<file path="config.mk">
export PLATFORM = sky130hd
export DESIGN_NAME = jk_excitation_driver
export DESIGN_NICKNAME = d
export VERILOG_FILES = /design/src/rtl/jk_drv_pkg.sv /design/src/rtl/jk_excitation_lut.sv /design/src/rtl/jk_excitation_driver.sv
export SDC_FILE = /design/constraint.sdc
export NUM_CORES = 1
export LEC_CHECK = 0
export BUFFER_PORTS_ARGS = -buffer_cell sky130_fd_sc_hd__buf_4
export CAP_MARGIN = 20
export CELL_PAD_IN_SITES_DETAIL_PLACEMENT = 0
export CELL_PAD_IN_SITES_GLOBAL_PLACEMENT = 1
export CORE_UTILIZATION = 40
export DETAILED_ROUTE_END_ITERATION = 6
export PLACE_DENSITY = 0.74
export SETUP_SLACK_MARGIN = 0.5
export SYNTH_ARGS = -nofsm -noshare
export SYNTH_HDL_FRONTEND = slang
export SYNTH_SLANG_ARGS = --single-unit
</file>
<file path="constraint.sdc">
create_clock -name clk -period 5.28 [get_ports clk]
set_input_delay 0.792 -clock clk [delete_from_list [all_inputs] [get_ports clk]]
set_output_delay 0.792 -clock clk [all_outputs]
set_load 0.05 [all_outputs]
</file>
<file path="src/rtl/jk_drv_pkg.sv">
// Shared types and constants for the JK excitation driver family.
package jk_drv_pkg;

  // Driver FSM states; encoding is fixed so debug probes can decode it.
  typedef enum logic [1:0] {
    StIdle  = 2'd0,
    StDrive = 2'd1,
    StCheck = 2'd2,
    StFin   = 2'd3
  } drv_state_e;

  // Don't-care resolution for excitation outputs.
  localparam int unsigned DcZero = 0;  // set/reset style
  localparam int unsigned DcOne  = 1;  // toggle style

endpackage

</file>
<file path="src/rtl/jk_excitation_lut.sv">
// Combinational JK excitation table: which (J,K) moves the flop from q to d.
// Don't-care entries resolve to mode_i, so the outputs are never X.
module jk_excitation_lut (
  input  logic q_i,
  input  logic d_i,
  input  logic mode_i,
  output logic j_o,
  output logic k_o
);

  // q=0 only J matters (set when d=1); q=1 only K matters (clear when d=0).
  always_comb begin
    j_o = 1'b0;
    k_o = 1'b0;
    if (q_i) begin
      j_o = mode_i;
      k_o = ~d_i;
    end else begin
      j_o = d_i;
      k_o = mode_i;
    end
  end

endmodule

</file>
<file path="src/rtl/jk_excitation_driver.sv">
// Drives a JK flop so its q follows a captured pattern LSB first, then checks
// q one cycle after each drive and counts mismatches (saturating).
module jk_excitation_driver
  import jk_drv_pkg::*;
#(
  parameter int unsigned PAT_W   = 8,
  parameter int unsigned CNT_W   = 4,
  parameter int unsigned DC_MODE = DcZero
) (
  input  logic             clk,
  input  logic             rst,
  input  logic             start,
  input  logic [PAT_W-1:0] pattern,
  input  logic             q_fb,
  output logic             j,
  output logic             k,
  output logic             busy,
  output logic             done,
  output logic [CNT_W-1:0] mismatch_cnt,
  output logic             err
);

  localparam int unsigned IdxW    = (PAT_W > 1) ? $clog2(PAT_W) : 1;
  localparam logic [IdxW-1:0] LastIdx = IdxW'(PAT_W - 1);
  localparam logic [CNT_W-1:0] CntMax = {CNT_W{1'b1}};
  localparam logic ModeBit = (DC_MODE == DcOne);

  drv_state_e       state_q;
  logic [PAT_W-1:0] shift_q;
  logic [IdxW-1:0]  idx_q;
  logic             exp_q;
  logic             busy_q;
  logic             done_q;
  logic [CNT_W-1:0] cnt_q;
  logic [CNT_W-1:0] cnt_d;
  logic             err_q;
  logic             lut_j;
  logic             lut_k;
  logic             cmp_en;
  logic             miss;

  // Current target bit is always the LSB of the shift register.
  jk_excitation_lut u_lut (
    .q_i    (q_fb),
    .d_i    (shift_q[0]),
    .mode_i (ModeBit),
    .j_o    (lut_j),
    .k_o    (lut_k)
  );

  // Excitation only in DRIVE; elsewhere j=k=0 so the flop holds.
  always_comb begin
    j = 1'b0;
    k = 1'b0;
    if (state_q == StDrive) begin
      j = lut_j;
      k = lut_k;
    end
  end

  // q_fb reflects the previous drive from the second DRIVE cycle through CHECK.
  always_comb begin
    cmp_en = ((state_q == StDrive) && (idx_q != '0)) || (state_q == StCheck);
    miss   = cmp_en && (q_fb != exp_q);
    cnt_d  = cnt_q;
    if (miss && (cnt_q != CntMax)) begin
      cnt_d = cnt_q + 1'b1;
    end
  end

  // FSM, pattern shifter, expected bit and mismatch counter.
  always_ff @(posedge clk or posedge rst) begin
    if (rst) begin
      state_q <= StIdle;
      shift_q <= '0;
      idx_q   <= '0;
      exp_q   <= 1'b0;
      busy_q  <= 1'b0;
      done_q  <= 1'b0;
      cnt_q   <= '0;
      err_q   <= 1'b0;
    end else begin
      done_q <= 1'b0;
      case (state_q)
        StIdle: begin
          if (start) begin
            shift_q <= pattern;
            idx_q   <= '0;
            cnt_q   <= '0;
            err_q   <= 1'b0;
            busy_q  <= 1'b1;
            state_q <= StDrive;
          end
        end
        StDrive: begin
          shift_q <= shift_q >> 1;
          exp_q   <= shift_q[0];
          idx_q   <= idx_q + 1'b1;
          cnt_q   <= cnt_d;
          err_q   <= |cnt_d;
          if (idx_q == LastIdx) begin
            state_q <= StCheck;
          end
        end
        StCheck: begin
          cnt_q   <= cnt_d;
          err_q   <= |cnt_d;
          busy_q  <= 1'b0;
          done_q  <= 1'b1;
          state_q <= StFin;
        end
        StFin: begin
          state_q <= StIdle;
        end
        default: begin
          state_q <= StIdle;
        end
      endcase
    end
  end

  assign busy         = busy_q;
  assign done         = done_q;
  assign mismatch_cnt = cnt_q;
  assign err          = err_q;

endmodule

</file>
==> results.md <==
* Core area at 2810 sq um
* CTS hold repair buffers at 0
* ANT nets after route at 0
* Synth warn at 0
* Synth top area share at 0.439
* Reg2reg start: state_q[0]
* HP Class: flop to flop
* PwrDens at 659 nW/um^2
* Later-pin clock latency in the skew report at 0.30 ns
* Power, Total at 908 uW
* Drt wl/cell at 14.1 microns
* Placed Area at 1350 sq um
* Sequential share of power at 0.318
* Top cells by area, synth: dfrtp_1 (44%), ha_1 (7.3%), nor2_1 (6.0%)
* Pre-antenna DRT Iters at 6
* Slew Limit Fails at 0
* Least-Margin Pin Slew at 0.797 ns
* Synth cell types at 35
* Root Driver: clkbuf_4
* First-pass GRT wire length at 4550 microns
* Initial antenna violation count at 0
* Peak supply drop at 0.000244 V
* Clock power share at 0.086
* Die height at 56.7 microns
* Critical Path RT at 4.49 ns
* Fmax at 424 MHz
* Port-buffer cells at 20
* Worst hold slack at 0.493 ns
* Failing checks: DRC
* TritonCTS Buffers at 3
* Total nets after synthesis at 146
* Layout cells sized above 1 at 0.199
* Sink Count at 21
* Logic gate share of total power at 0.596
* Detailed-route DRC error count at 4
* Critical Path Start: state_q[1]
* 1st-iter DRT viols at 38
* Vias in the first global route at 984
* Reg clk slew, reported paths at 0.12 ns
* Post-layout worst setup margin at 2.92 ns
* Yosys reg bits at 21
* Setup TNS at 0 ns
* Setup WS pre-CTS at 3.11 ns
* Post-synth top cells: dfrtp_1 (21), nor2_1 (19), nand2_1 (11), o22ai_1 (10)
* Final hold vios at 0
* PostCTS Resize Cnt at 0
* Vias/cell at 5.50
* Core Util, Final at 0.492
* Post-synth EDFFs at 0
* Max-Cap Viols at 0
* Placed cells at 173
* CP arrival at 1.57 ns
* # setup viols final at 0
* Syn Std Cell Area at 1200 sq um
* Die area at 3220 sq um
* Syn Area/Cell at 9.43 sq um
* H-tree depth at 1
* Die Wd at 56.7 microns
* Ys flop type: dfrtp_1
* Hold Startpoint: busy
* Outcome: finished with violations
* Final Non-Filler Cells at 177
* RSZ-0062 raised after global routing: false
* CTS Buffer Depth at 2
* Slew headroom at 0.468
* Overflow after GRT at 0
* Final nets at 166
* LEAKAGE at 0.627 nW
* Synth async-reset ratio at 1.00
* Sw Pwr at 446 uW
* Sequential fraction of the synthesis area at 0.439
* Critical path endpoint category: output port
* Ant diodes at 0
* Ports at 21
* Worst Skew at 0.00579 ns
* Post-CTS Setup Bufs at 0
* Most frequent cell after synthesis: dfrtp_1
* Final instance area at 1380 sq um
* Post-Route WL at 2500 microns
* Period Utilization, post-route at 0.447
* CP max FO at 9
* CTS tree: yes
* Largest net degree at the start of global routing at 22
* Post-synth top area cell: dfrtp_1
* Worst setup SP type: flop
* Initial Utilization at 0.427
* Kind of critical path: flop to output port
* Synth-to-Final Area Change at 15.2%
* DP HPWL at 1860 microns
* Switching part of the total at 0.491
* Cells after Synth at 127
* Fin crit period at 2.36 ns
* FP Rows at 19
* Internal at 462 uW
* Vias at 973
* RD Place Congestion at 0.787
* GRT Total Usage at 0.182
placed cells by master, fill, tap and decap left out, types with 3 or more instances in the layout:
master | synthesis | routed
a21oi_1 | 3 | 3
ha_1 | 7 | 7
mux2_1 | 3 | 3
o21ai_0 | 8 | 8
nand2_1 | 11 | 11
buf_4 | 2 | 20
nor2_1 | 19 | 19
clkbuf_4 | 0 | 3
dfrtp_1 | 21 | 21
inv_1 | 8 | 8
o22ai_1 | 10 | 10
a22o_1 | 6 | 6
power groups by stage:
stage                     clock [mW]  combinational (mW)  sequential, mW
after detailed placement           0               0.545           0.293
after floorplan                    0               0.369           0.354
after global placement             0               0.538           0.289
after global routing          0.0883               0.604           0.302
final                         0.0779               0.542           0.289
after CTS                     0.0810               0.546           0.289
worst max-delay path: stages, from the launching register on:
cell and delay (ns):
dfrtp_1 0.40, inv_1 0.09, ha_1 0.37, nand2_1 0.11, nor2_1 0.09, buf_4 0.20
registers in the layout, summed over array words and instances (netlist names):
register	flops
exp_q	1
mismatch_cnt	4
shift_q	8
idx_q	3
state_q	2
err	1
busy	1
done	1
final cells by class:
class | instances | area [sq um]
fill | 274 | 1430
sequential | 21 | 526
tap | 31 | 38.8
timing repair buffer | 20 | 150
inverter | 8 | 30.0
multi-input combinational | 93 | 608
clock buffer | 4 | 26.3
final timing paths:
check                           depth (start not counted)               to  slack (ns)
max in group asynchronous                               2       shift_q[2]        4.15
worst min-delay path                                    2             busy        0.49
min in group asynchronous                               2       state_q[1]        0.63
worst min register to register                          2             busy        0.49
worst max-delay path                                    5                j        2.92
worst max register to register                          6  mismatch_cnt[3]        3.17
cells by family (layout without fill, tap and decap cells):
kind of cell,Yosys count,after routing,synth area share
adder cells (fa/ha/maj),7,7,0.0731
multiplexers,4,4,0.0366
AO/OA/AOI/OAI,37,37,0.208
buffers and inverters,13,32,0.0533
XOR/XNOR,2,2,0.0146
flip-flops,21,21,0.439
AND/OR/NAND/NOR,43,43,0.176
layer usage:
| layer | wire (microns) | GRT usage |
|---|---|---|
| met1 | 1200 | 0.249 |
| met2 | 1160 | 0.282 |
| met3 | 129 | 0.0276 |
| met4 | 17 | 0.0857 |
| met5 | 0 | 0 |
(Power assumes the default switching activity.)
